`src/rtl/mul_batch_tdm.sv`:
```
// mul_batch_tdm: time-multiplexed group multiplier.
// One weight is multiplied against a GROUP_SIZE-wide activation group using
// NUM_MULS physical multipliers over GROUP_SIZE/NUM_MULS cycles.
// Each weight is reused for num_reads_per_iter groups, and a run lasts num_iters weights.
// Optional build macro: MUL_BATCH_STATS_EN adds the stat_beats and stat_stalls counters.
//
// state  | meaning
// IDLE   | no run active, all handshakes low
// LOAD_W | waiting for a weight
// LOAD_A | waiting for an activation group (the weight is held)
// MUL    | one lane slice per cycle goes into the result register
// OUT    | result presented until the downstream stage takes it
module mul_batch_tdm #(
    parameter int GROUP_SIZE             = 4,
    parameter int DATA_WIDTH             = 8,
    parameter int NUM_MULS               = 2,
    parameter int LOG_MAX_ITERS          = 16,
    parameter int LOG_MAX_READS_PER_ITER = 16
) (
    input  logic                                clk,
    input  logic                                rst,
    input  logic                                configure,
    input  logic [LOG_MAX_ITERS-1:0]            num_iters,
    input  logic [LOG_MAX_READS_PER_ITER-1:0]   num_reads_per_iter,
    input  logic                                signed_mode,
    input  logic [GROUP_SIZE*DATA_WIDTH-1:0]    act_data_in,
    input  logic                                act_valid_in,
    output logic                                act_avail_out,
    input  logic [DATA_WIDTH-1:0]               weight_data_in,
    input  logic                                weight_valid_in,
    output logic                                weight_avail_out,
    output logic [GROUP_SIZE*2*DATA_WIDTH-1:0]  data_out,
    output logic                                valid_out,
    input  logic                                avail_in,
    output logic                                done_out
`ifdef MUL_BATCH_STATS_EN
    ,
    output logic [31:0]                         stat_beats,
    output logic [31:0]                         stat_stalls
`endif
);

    localparam int STEPS = GROUP_SIZE / NUM_MULS;
    localparam int LW    = (STEPS > 1) ? $clog2(STEPS) : 1;
    localparam logic [LW-1:0] LAST_LANE = LW'(STEPS - 1);
    localparam logic [LW-1:0] LANE_ONE  = LW'(1);
    localparam logic [LOG_MAX_ITERS-1:0]          ITER_ONE = LOG_MAX_ITERS'(1);
    localparam logic [LOG_MAX_READS_PER_ITER-1:0] READ_ONE = LOG_MAX_READS_PER_ITER'(1);

    generate
        if (GROUP_SIZE % NUM_MULS != 0) begin : g_bad_num_muls
            $error("NUM_MULS must divide GROUP_SIZE");
        end
    endgenerate

    typedef enum logic [2:0] {IDLE, LOAD_W, LOAD_A, MUL, OUT} state_t;

    state_t                              state, state_nxt;
    logic                                done_nxt;
    logic [LOG_MAX_ITERS-1:0]            iters_cfg, iter_cnt;
    logic [LOG_MAX_READS_PER_ITER-1:0]   reads_cfg, read_cnt;
    logic                                sm_cfg;
    logic [DATA_WIDTH-1:0]               weight_reg;
    logic [GROUP_SIZE*DATA_WIDTH-1:0]    act_reg;
    logic [LW-1:0]                       lane_idx;
    logic [DATA_WIDTH-1:0]               op_a [NUM_MULS];
    logic [2*DATA_WIDTH-1:0]             prod [NUM_MULS];
    logic                                w_xfer, a_xfer, o_xfer, last_read, last_iter;

    assign w_xfer    = weight_valid_in & weight_avail_out;
    assign a_xfer    = act_valid_in & act_avail_out;
    assign o_xfer    = valid_out & avail_in;
    assign last_read = (read_cnt == reads_cfg - READ_ONE);
    assign last_iter = (iter_cnt == iters_cfg - ITER_ONE);

    // Lane-slice multipliers: operands are extended to full product width, so the
    // low 2*DATA_WIDTH bits are exact for both signed and unsigned operands.
    always_comb begin
        for (int j = 0; j < NUM_MULS; j++) begin
            op_a[j] = act_reg[(int'(lane_idx) * NUM_MULS + j) * DATA_WIDTH +: DATA_WIDTH];
            prod[j] = {{DATA_WIDTH{sm_cfg & op_a[j][DATA_WIDTH-1]}}, op_a[j]}
                    * {{DATA_WIDTH{sm_cfg & weight_reg[DATA_WIDTH-1]}}, weight_reg};
        end
    end

    // Next-state and done decode; configure overrides every state.
    always_comb begin
        state_nxt = state;
        done_nxt  = 1'b0;
        if (configure) begin
            if (num_iters == '0 || num_reads_per_iter == '0) begin
                state_nxt = IDLE;
                done_nxt  = 1'b1;
            end else begin
                state_nxt = LOAD_W;
            end
        end else begin
            case (state)
                LOAD_W: if (w_xfer) state_nxt = LOAD_A;
                LOAD_A: if (a_xfer) state_nxt = MUL;
                MUL:    if (lane_idx == LAST_LANE) state_nxt = OUT;
                OUT: begin
                    if (o_xfer) begin
                        if (!last_read) begin
                            state_nxt = LOAD_A;
                        end else if (last_iter) begin
                            state_nxt = IDLE;
                            done_nxt  = 1'b1;
                        end else begin
                            state_nxt = LOAD_W;
                        end
                    end
                end
                default: state_nxt = state;
            endcase
        end
    end

    // State register, registered handshakes and the datapath.
    always_ff @(posedge clk or posedge rst) begin
        if (rst) begin
            state            <= IDLE;
            done_out         <= 1'b0;
            weight_avail_out <= 1'b0;
            act_avail_out    <= 1'b0;
            valid_out        <= 1'b0;
            data_out         <= '0;
            iters_cfg        <= '0;
            reads_cfg        <= '0;
            sm_cfg           <= 1'b0;
            iter_cnt         <= '0;
            read_cnt         <= '0;
            weight_reg       <= '0;
            act_reg          <= '0;
            lane_idx         <= '0;
        end else begin
            state            <= state_nxt;
            done_out         <= done_nxt;
            weight_avail_out <= (state_nxt == LOAD_W);
            act_avail_out    <= (state_nxt == LOAD_A);
            valid_out        <= (state_nxt == OUT);
            if (configure) begin
                iters_cfg <= num_iters;
                reads_cfg <= num_reads_per_iter;
                sm_cfg    <= signed_mode;
                iter_cnt  <= '0;
                read_cnt  <= '0;
                lane_idx  <= '0;
            end else begin
                case (state)
                    LOAD_W: if (w_xfer) weight_reg <= weight_data_in;
                    LOAD_A: begin
                        if (a_xfer) begin
                            act_reg  <= act_data_in;
                            lane_idx <= '0;
                        end
                    end
                    MUL: begin
                        for (int j = 0; j < NUM_MULS; j++) begin
                            data_out[(int'(lane_idx) * NUM_MULS + j) * 2 * DATA_WIDTH +: 2 * DATA_WIDTH] <= prod[j];
                        end
                        lane_idx <= (lane_idx == LAST_LANE) ? '0 : lane_idx + LANE_ONE;
                    end
                    OUT: begin
                        if (o_xfer) begin
                            if (last_read) begin
                                read_cnt <= '0;
                                iter_cnt <= iter_cnt + ITER_ONE;
                            end else begin
                                read_cnt <= read_cnt + READ_ONE;
                            end
                        end
                    end
                    default: ;
                endcase
            end
        end
    end

`ifdef MUL_BATCH_STATS_EN
    // Saturating beat and stall counters, cleared at the start of each run.
    always_ff @(posedge clk or posedge rst) begin
        if (rst) begin
            stat_beats  <= '0;
            stat_stalls <= '0;
        end else if (configure) begin
            stat_beats  <= '0;
            stat_stalls <= '0;
        end else begin
            if (o_xfer && stat_beats != 32'hFFFF_FFFF)
                stat_beats <= stat_beats + 32'd1;
            if (valid_out && !avail_in && stat_stalls != 32'hFFFF_FFFF)
                stat_stalls <= stat_stalls + 32'd1;
        end
    end
`endif

endmodule
```
`config.mk`:
```
export PLATFORM = sky130hd
export DESIGN_NAME = mul_batch_tdm
export DESIGN_NICKNAME = d
export VERILOG_FILES = /design/src/rtl/mul_batch_tdm.sv
export SDC_FILE = /design/constraint.sdc
export NUM_CORES = 1
export LEC_CHECK = 0
export CAP_MARGIN = 0
export CORE_ASPECT_RATIO = 0.9
export CORE_UTILIZATION = 57
export CTS_CLUSTER_DIAMETER = 120
export DETAILED_ROUTE_END_ITERATION = 10
export HOLD_SLACK_MARGIN = 0.08
export PLACE_DENSITY_LB_ADDON = 0.2
export SLEW_MARGIN = 30
export SYNTH_ARGS = -nofsm -noshare
export SYNTH_HDL_FRONTEND = slang
export SYNTH_SLANG_ARGS = --single-unit
```
`constraint.sdc`:
```
create_clock -name clk -period 9.5 [get_ports clk]
set_input_delay 2.85 -clock clk [delete_from_list [all_inputs] [get_ports clk]]
set_output_delay 2.85 -clock clk [all_outputs]
set_load 0.02 [all_outputs]
```
==> Word-level counts from Yosys, hierarchy flattened <==
Cells that the tools add are included.
W data, S select, Z words.
{ "totals": {"regBits": 177, "inputBits": 79, "output_inout_bits": 68} }
{ "op_classes": {"add_sub_neg": 8, "n_mul": 2, "eq_ne": 10, "n_shift": 6, "mux": 29, "bitwise_logic": 7, "n_reduce_logical": 13} }
{ "ops": {"columns": ["cell", "count"], "rows": [
  ["$bwmux W64", 2],
  ["$mux W16", 8],
  ["$shift A16 B33 Y64 const A", 2],
  ["$shiftx A16 B33 Y64", 2],
  ["$neg A6 Y33", 1],
  ["$neg A7 Y33", 1],
  ["$add A16 B1 Y16 const B", 2],
  ["$eq A16 B16 Y1", 2],
  ["$logic_not A16 Y1", 2],
  ["$mul A9 B9 Y16", 2],
  ["$shiftx A32 B32 Y8", 1],
  ["$shiftx A32 B6 Y8", 1],
  ["$sub A16 B1 Y16 const B", 2],
  ["$mux W3", 5],
  ["$pmux W3 S4", 1],
  ["$mux W1", 11],
  ["$eq A3 B2 Y1 const B", 3],
  ["$reduce_and A3 Y1", 3],
  ["$and A1 B1 Y1", 6],
  ["$eq A3 B1 Y1 const B", 2],
  ["$eq A3 B3 Y1 const B", 2],
  ["$reduce_and A2 Y1", 3],
  ["$reduce_bool A2 Y1", 3],
  ["$add A2 B1 Y3 const B", 1],
  ["7 further kinds", 7]
]} }

==> Logic depth before layout (Yosys ltp) <==
Gate-level depths: netlist of run 1.
{ "depth": {"ltp_word": 8, "mapped_depth": 23} }

==> Worst setup path before layout of run 1 <==
OpenSTA, ideal clock, no wires.
{ "synth_path": {"path_kind": "register to register", "startpoint": "register lane_idx", "endpoint": "register data_out[15]", "setup_ns": 0.125, "arrival_time_ns": 5.616, "t_required_ns": 9.375, "setup_slack_ns": 3.760, "stages_incl_launch_ff": 21, "period_less_slack_ns": 5.740, "cell_sequence": "dfrtp_1 -> clkbuf_1 -> clkbuf_1 -> mux2i_1 -> nand3_1 -> fa_1 -> fa_1 -> inv_1 -> fa_1 -> fa_1 -> inv_1 -> fa_1 -> inv_1 -> ha_1 -> o21ai_0 -> a21boi_0 -> o21ai_0 -> a21oi_1 -> a31oi_1 -> xnor2_1 -> mux2_2"} }
{ "synth_between": {"elab_chain_cells": 6, "elab_cells_between_ends": 15} }
{ "synth_rtl": {"columns": ["item", "line_no", "source"], "rows": [
  ["start, declared", "65", "logic [LW-1:0] lane_idx;"],
  ["start signal, assigned", "162", "lane_idx <= (lane_idx == LAST_LANE) ? '0 : lane_idx + LANE_ONE;"],
  ["$add A2 B1 Y3 / $shiftx A32 B6 Y8 (equally long branches)", "80, 160", null],
  ["$shiftx A32 B32 Y8 / $and A1 B1 Y1 (equally long branches)", "80, 81", null],
  ["$and A1 B1 Y1 / $mul A9 B9 Y16 (equally long branches)", "81, 82", null],
  ["$mul A9 B9 Y16 / $shiftx A16 B33 Y64 (equally long branches)", "82, 160", null],
  ["$shiftx A16 B33 Y64 / $bwmux W64 (equally long branches)", "160", "data_out[(int'(lane_idx) * NUM_MULS + j) * 2 * DATA_WIDTH +: 2 * DATA_WIDTH] <= prod[j];"],
  ["$bwmux W64 *", "160", null],
  ["end signal, assigned by index", "160", null],
  ["end, declared", "32", "output logic [GROUP_SIZE*2*DATA_WIDTH-1:0] data_out,"]
]} }
Every way passes the cells marked *; elsewhere a longest branch is shown, timed or not.
A chain may end at the register's enable or synchronous reset.

==> Final worst setup path of run 1 <==
{ "layout_path": {"startpoint": "register lane_idx", "endpoint": "register data_out[31]"} }
The elaborated chain is that of the path after synthesis.

==> results of run 1 <==
## cells by family (layout without fill, tap and decap cells)
group	Yosys count	count (layout)	synth area share, %
adders and majority gates	196	196	24.6
buffers and inverters	226	354	6.41
DFF	177	177	32.0
and+or+nand+nor	482	482	17.0
xor gates and xnor gates	81	81	5.13
AOI/OAI and AO/OA	116	116	5.73
muxes	113	113	9.15
## cell usage in the layout (no fill, tap or decap), types with 17 or more instances in the layout
cell             synthesis  routed
nor2b_1                 24      24
ha_1                    70      70
xor2_1                  31      31
clkbuf_16                0      17
xnor2_1                 50      50
dfrtp_1                177     176
and2_1                  47      47
nand2_1                202     202
inv_1                  166     165
a21oi_1                 20      20
mux2_2                 108     108
and3_1                  17      17
clkdlybuf4s50_1          0     145
nand3_1                 25      25
fa_1                   126     126
o21ai_0                 30      30
nor4_1                  20      20
nor2_1                  70      69
## metal layers
metal | vias to the layer above | GRT usage, % | wire [µm]
met5 | - | 0 | 0
met4 | 0 | 5.37 | 219
met3 | 20 | 3.33 | 1470
met2 | 268 | 40.8 | 13700
met1 | 5107 | 37.9 | 14400
li1 | 4774 | - | -
## synth_stat cells, drive strengths merged (6+ instances only)
library cell	instances	area, µm²
a21o	9	67.6
a21oi	21	109
a31oi	10	62.6
and2	47	294
and3	17	106
buf	16	97.6
clkbuf	42	159
dfrtp	177	4430
fa	126	2520
ha	70	876
inv	166	623
mux2	108	1220
nand2	202	758
nand2b	8	50.1
nand3	26	143
nand4	13	81.3
nor2	70	263
nor2b	24	150
nor3	15	86.3
nor3b	9	67.6
nor4	20	125
o21ai	30	150
o31ai	7	52.6
or3	9	56.3
or4	6	48.8
xnor2	50	438
xor2	31	272
## how the worst min path moves through the flow
stage / startpoint / end / cells after the start
2_1_floorplan: act_reg[30]$_DFFE_PP0P_ / act_reg[30]$_DFFE_PP0P_ / 1
3_3_place_gp: data_out[5]$_DFFE_PP0P_ / data_out[5]$_DFFE_PP0P_ / 2
3_5_place_dp: data_out[10]$_DFFE_PP0P_ / data_out[10]$_DFFE_PP0P_ / 2
4_1_cts: data_out[10]$_DFFE_PP0P_ / data_out[10]$_DFFE_PP0P_ / 2
5_1_grt: data_out[9]$_DFFE_PP0P_ / data_out[9]$_DFFE_PP0P_ / 2
6_report: data_out[5]$_DFFE_PP0P_ / data_out[5]$_DFFE_PP0P_ / 2
## stage by stage
step | hold slack [ns] | util [%] | cell area [µm²]
3_3_place_gp | 0.459 | 65.6 | 15500
3_5_place_dp | 0.461 | 65.6 | 15500
6_report | 0.475 | 68.0 | 16100
2_1_floorplan | 0.475 | - | 13800
4_1_cts | 0.478 | 68.0 | 16100
5_1_grt | 0.507 | 68.0 | 16100
## worst max-delay path: stages, from the launching register on
cell and delay, ns:
dfrtp_2 0.71, mux2i_1 0.73, nand3_1 0.22, fa_1 0.56
fa_1 0.55, inv_1 0.06, fa_1 0.52, fa_1 0.55
inv_1 0.05, fa_1 0.49, inv_1 0.04, ha_1 0.32
o21ai_0 0.13, a21boi_0 0.24, o21ai_0 0.13, a21oi_1 0.25
a31oi_1 0.14, xnor2_1 0.15, mux2_2 0.27
## power by group
group / internal, W / leakage [nW] / switching (W)
clock network: 0.000375 / 0.274 / 0.000320
logic: 0.000388 / 5.25 / 0.000433
registers: 0.000870 / 2.35 / 0.000187
total: 0.00163 / 7.88 / 0.000941
## layout make-up
class,count,area [µm²]
multi-input combinational,988,8530
fill,1835,7540
sequential,177,4430
timing repair buffer,154,1520
inverter,168,636
clock buffer,20,447
tap,302,378
clock inverter,12,123
==> flow_metrics.env, run 1 <==
export IMPL_clk_pin_slew_ns=0.07
export IMPL_min_period_over_period_pct=65.5
export IMPL_viasPerCell=5.58
export IMPL_die_height_um=150
export IMPL_synth_area_mm2=0.0138
export IMPL_clk_latency_ns=0.43
export IMPL_grt_antenna_before_repair=0
export IMPL_end_kind="flop"
export IMPL_peakVddDrop_mv=0.113
export IMPL_violations="design-rule violations"
export IMPL_worstPathArrival_ns=6.53
export IMPL_clock_path_buffers=2
export IMPL_fin_skew_ns=0.0130
export IMPL_netlist_instances=1391
export IMPL_ys_flop_type="dfrtp_1"
export IMPL_cts_buffers=17
export IMPL_syn_num_nets=1666
export IMPL_grt_max_degree=78
export IMPL_hp_class="reg2reg"
export IMPL_worstMarginPinSlew_ns=0.806
export IMPL_fmax_mhz=161
export IMPL_p_per_area_mw_per_mm2=160
export IMPL_syn_to_final_growth_pct=16.1
export IMPL_post_route_drc_count=10
export IMPL_seq_area_frac_synth_pct=32.0
export IMPL_drive_gt1_share_pct=11.0
export IMPL_wirelength_um=29800
export IMPL_synth_distinct_cells=64
export IMPL_grt_pass1_wl_um=51100
export IMPL_drt_first_pass_iters=8
export IMPL_rsz0062_at_grt="no"
export IMPL_drv_cap=0
export IMPL_timing_critical_path_to="data_out[31]$_DFFE_PP0P_"
export IMPL_synthArstFlopShare_pct=100
export IMPL_worst_path_max_fanout=24
export IMPL_cts_sinks=177
export IMPL_min_period_ns=6.22
export IMPL_critPathKind="reg2reg"
export IMPL_layout_setup_ws_ns=3.28
export IMPL_drt_antenna_violating_nets=0
export IMPL_power_w=0.00257
export IMPL_slew_headroom_pct=45.8
export IMPL_drt_iter0_markers=728
export IMPL_synth_edff_count=0
export IMPL_largest_register_ffs=64
export IMPL_num_vias=10169
export IMPL_track_usage_pct=25.7
export IMPL_ctsHoldBuffers=0
export IMPL_rows=53
export IMPL_setup_tns_ns=0
export IMPL_cts_resized=0
export IMPL_cellLeakagePower_nw=7.88
export IMPL_final_cells=1821
export IMPL_slew_viol_final=0
export IMPL_critPathLaunchType="flop"
export IMPL_cp_startpoint="lane_idx$_DFFE_PP0P_"
export IMPL_start_util_pct=58.6
export IMPL_status="complete, but fails checks"
export IMPL_dp_slack_ns=3.01
export IMPL_r2r_start="lane_idx$_DFFE_PP0P_"
export IMPL_root_buffer="clkbuf_16"
export IMPL_core_region_area_mm2=0.0236
export IMPL_diodes=0
export IMPL_syn_mean_instance_area_um2=9.95
export IMPL_synth_seq_cells=177
export IMPL_place_gp_congestion=0.854
export IMPL_io_buffers=146
export IMPL_io_pins=147
export IMPL_grt_overflow_total=0
export IMPL_synth_warnings=0
export IMPL_r2r_worst_path_cells=18
export IMPL_grt_pass1_vias=10202
export IMPL_crit_required_ns=9.81
export IMPL_die_x_um=166
export IMPL_reg2reg_to="data_out[31]$_DFFE_PP0P_"
export IMPL_die_area_mm2=0.0249
export IMPL_r2r_slack_ns=3.28
export IMPL_wire_per_inst_um=16.4
export IMPL_finalHoldViolCount=0
export IMPL_nNetsFinal=1781
export IMPL_dpl_hpwl_um=22200
export IMPL_cts_tree="built"
export IMPL_setup_violations=0
export IMPL_htree_levels=4
export IMPL_place_inst=1789
export IMPL_postCtsSetupRepairBufs=0
No activity file was read; power rests on OpenSTA's default activity.
==> run 2, diff against run 1 <==
==> constraint.sdc (replaced) <==
create_clock -name clk -period 5.9 [get_ports clk]
set_input_delay 1.77 -clock clk [delete_from_list [all_inputs] [get_ports clk]]
set_output_delay 1.77 -clock clk [all_outputs]
set_load 0.02 [all_outputs]
==> flow_metrics.env, run 2 (synthesis results as in run 1) <==
export IMPL_num_vias=10193
export IMPL_p_comb_share_pct=34.5
export IMPL_clk_pin_slew_ns=0.07
export IMPL_swShare_pct=36.7
export IMPL_track_usage_pct=26.1
export IMPL_r2r_slack_ns=0.31
export IMPL_post_route_drc_count=10
export IMPL_cts_tree="built"
export IMPL_fillers=1860
export IMPL_violations="design-rule violations"
export IMPL_hp_start="data_out[5]$_DFFE_PP0P_"
export IMPL_r2r_worst_path_cells=19
export IMPL_htree_levels=4
export IMPL_crit_buf_inv=4
export IMPL_critPathKind="reg2reg"
export IMPL_wirelength_um=30500
export IMPL_min_period_over_period_pct=94.8
export IMPL_fin_skew_ns=0.0160
export IMPL_root_buffer="clkbuf_16"
export IMPL_die_x_um=166
export IMPL_reg2reg_to="data_out[15]$_DFFE_PP0P_"
export IMPL_top_layer_used="met4"
export IMPL_r2r_start="lane_idx$_DFFE_PP0P_"
export IMPL_grt_antenna_before_repair=0
export IMPL_viasPerCell=5.55
export IMPL_p_per_area_mw_per_mm2=256
export IMPL_syn_to_final_growth_pct=16.8
export IMPL_setup_violations=0
export IMPL_wire_per_inst_um=16.6
export IMPL_switching_power_w=0.00152
export IMPL_crit_family="adder cells"
export IMPL_core_region_area_mm2=0.0236
export IMPL_cts_sinks=177
export IMPL_worstMarginPinSlew_ns=0.757
export IMPL_start_util_pct=58.6
export IMPL_dpl_hpwl_um=22800
export IMPL_die_height_um=150
export IMPL_seq_power_share_pct=40.1
export IMPL_final_area_mm2=0.0162
export IMPL_nNetsFinal=1795
export IMPL_wl_met3_um=1690
export IMPL_grt_overflow_total=0
export IMPL_slew_viol_final=0
export IMPL_crit_chain="buf_4 -> mux2_2 -> nand3_1 -> fa_1 -> inv_1 -> fa_1 -> fa_1 -> fa_1 -> inv_1 -> fa_1 -> inv_1 -> ha_1 -> o21ai_0 -> a21boi_0 -> o21ai_1 -> a21oi_2 -> a31oi_1 -> xnor2_1 -> mux2_2"
export IMPL_routed_wl_met2_um=13600
export IMPL_fmax_mhz=179
export IMPL_grt_max_degree=178
export IMPL_rows=53
export IMPL_min_to="data_out[5]$_DFFE_PP0P_"
export IMPL_hold_depth=2
export IMPL_cellLeakagePower_nw=7.92
export IMPL_drt_first_pass_iters=10
export IMPL_clock_path_buffers=2
export IMPL_crit_slowest_cell="fa_1"
export IMPL_internal_power_w=0.00262
export IMPL_wirelength_met1_um=14700
export IMPL_clkPwrFrac_pct=25.4
export IMPL_drive_gt1_share_pct=11.7
export IMPL_end_kind="flop"
export IMPL_largest_register_ffs=64
export IMPL_rsz0062_at_grt="no"
export IMPL_multi_input_area_mm2=0.00854
export IMPL_crit_required_ns=6.21
export IMPL_slew_headroom_pct=49.1
export IMPL_worstPathArrival_ns=5.91
export IMPL_grt_pass1_vias=10331
export IMPL_critical_path_most_common_cell="fa_1"
export IMPL_min_period_ns=5.59
export IMPL_io_buffers=146
export IMPL_finalHoldViolCount=0
export IMPL_hp_class="reg2reg"
export IMPL_place_area_mm2=0.0156
export IMPL_die_area_mm2=0.0249
export IMPL_drv_cap=0
export IMPL_drt_iter0_markers=681
export IMPL_drt_antenna_violating_nets=0
export IMPL_regArea_mm2=0.00443
export IMPL_status="complete, but fails checks"
export IMPL_worst_path_max_fanout=15
export IMPL_final_common_cell="nand2_1"
export IMPL_postCtsSetupRepairBufs=0
export IMPL_peakVddDrop_mv=0.203
export IMPL_clk_latency_ns=0.43
export IMPL_grt_pass1_wl_um=51700
export IMPL_most_common_layout_cells="202 x nand2_1, 176 x dfrtp_1, 165 x inv_1"
export IMPL_max_stage_delay_ns=0.58
export IMPL_place_gp_congestion=0.873
export IMPL_critPathLaunchType="flop"
export IMPL_setup_tns_ns=0
export IMPL_diodes=0
export IMPL_cts_buffers=17
export IMPL_io_pins=147
## run 2: changes by cell type in the layout (fill, tap and decap cells not counted), sizes merged
cell	delta
buf	+14
clkinvlp	+5
inv	-4
clkbuf	+2
clkinv	-2
bufinv	-1
## run 2: worst register-to-register path: cells and delay by family, from the launching register on
kind | cells | cell delay [ns]
adder cells (fa/ha/maj) | 6 | 2.90
AO/OA/AOI/OAI | 5 | 0.80
multiplexers | 2 | 0.65
flip-flops | 1 | 0.45
buffers and inverters | 4 | 0.35
AND/OR/NAND/NOR | 1 | 0.17
XOR/XNOR | 1 | 0.15
## run 2: layer usage
metal | track usage (%) | up-vias
met1 | 38.7 | 5016
li1 | - | 4817
met2 | 40.6 | 329
met5 | 0 | -
met4 | 6.90 | 0
met3 | 3.33 | 31
## run 2: how the worst max path moves through the flow
| stage | startpoint | slack, ns | cells past startpoint | end |
|---|---|---|---|---|
| 6_report | lane_idx$_DFFE_PP0P_ | 0.31 | 19 | data_out[15]$_DFFE_PP0P_ |
| 3_5_place_dp | lane_idx$_DFFE_PP0P_ | 0.22 | 19 | data_out[31]$_DFFE_PP0P_ |
| 5_1_grt | lane_idx$_DFFE_PP0P_ | 0.008 | 19 | data_out[15]$_DFFE_PP0P_ |
| 2_1_floorplan | lane_idx$_DFFE_PP0P_ | 0.16 | 20 | data_out[15]$_DFFE_PP0P_ |
| 4_1_cts | lane_idx$_DFFE_PP0P_ | 0.17 | 19 | data_out[31]$_DFFE_PP0P_ |
| 3_3_place_gp | lane_idx$_DFFE_PP0P_ | 0.33 | 19 | data_out[31]$_DFFE_PP0P_ |
## run 2: layout make-up
type,count,area share (%)
multi-input cells,988,52.8
clock buffers,22,2.81
well taps,302,2.34
inverters,168,3.92
repair buffers,168,10.2
flip-flops and latches,177,27.4
clock inverters,10,0.495
## run 2: power by group through the flow
stage	registers (W)	clock network, W	logic [W]
6_report	0.00166	0.00105	0.00143
3_5_place_dp	0.00168	0	0.00142
5_1_grt	0.00169	0.00111	0.00157
3_3_place_gp	0.00167	0	0.00139
2_1_floorplan	0.00168	0	0.000798
4_1_cts	0.00165	0.00107	0.00143
## run 2: what timing repair did
item                                    in CTS  in global routing
endpoints found under the setup margin       0                  6
gates resized for setup                      0                  5
hold buffers                                 0                  0
## run 2: per-stage QoR
step / util [%] / hold WS [ns] / power, W / cells / setup slack, ns
5_1_grt: 68.5 / 0.508 / 0.00437 / 1835 / 0.00760
3_5_place_dp: 66.1 / 0.462 / 0.00310 / 1802 / 0.215
4_1_cts: 68.3 / 0.479 / 0.00416 / 1834 / 0.172
6_report: 68.5 / 0.471 / 0.00414 / 1835 / 0.306
2_1_floorplan: - / 0.475 / 0.00248 / 1391 / 0.160
3_3_place_gp: 66.1 / 0.457 / 0.00306 / 1802 / 0.328
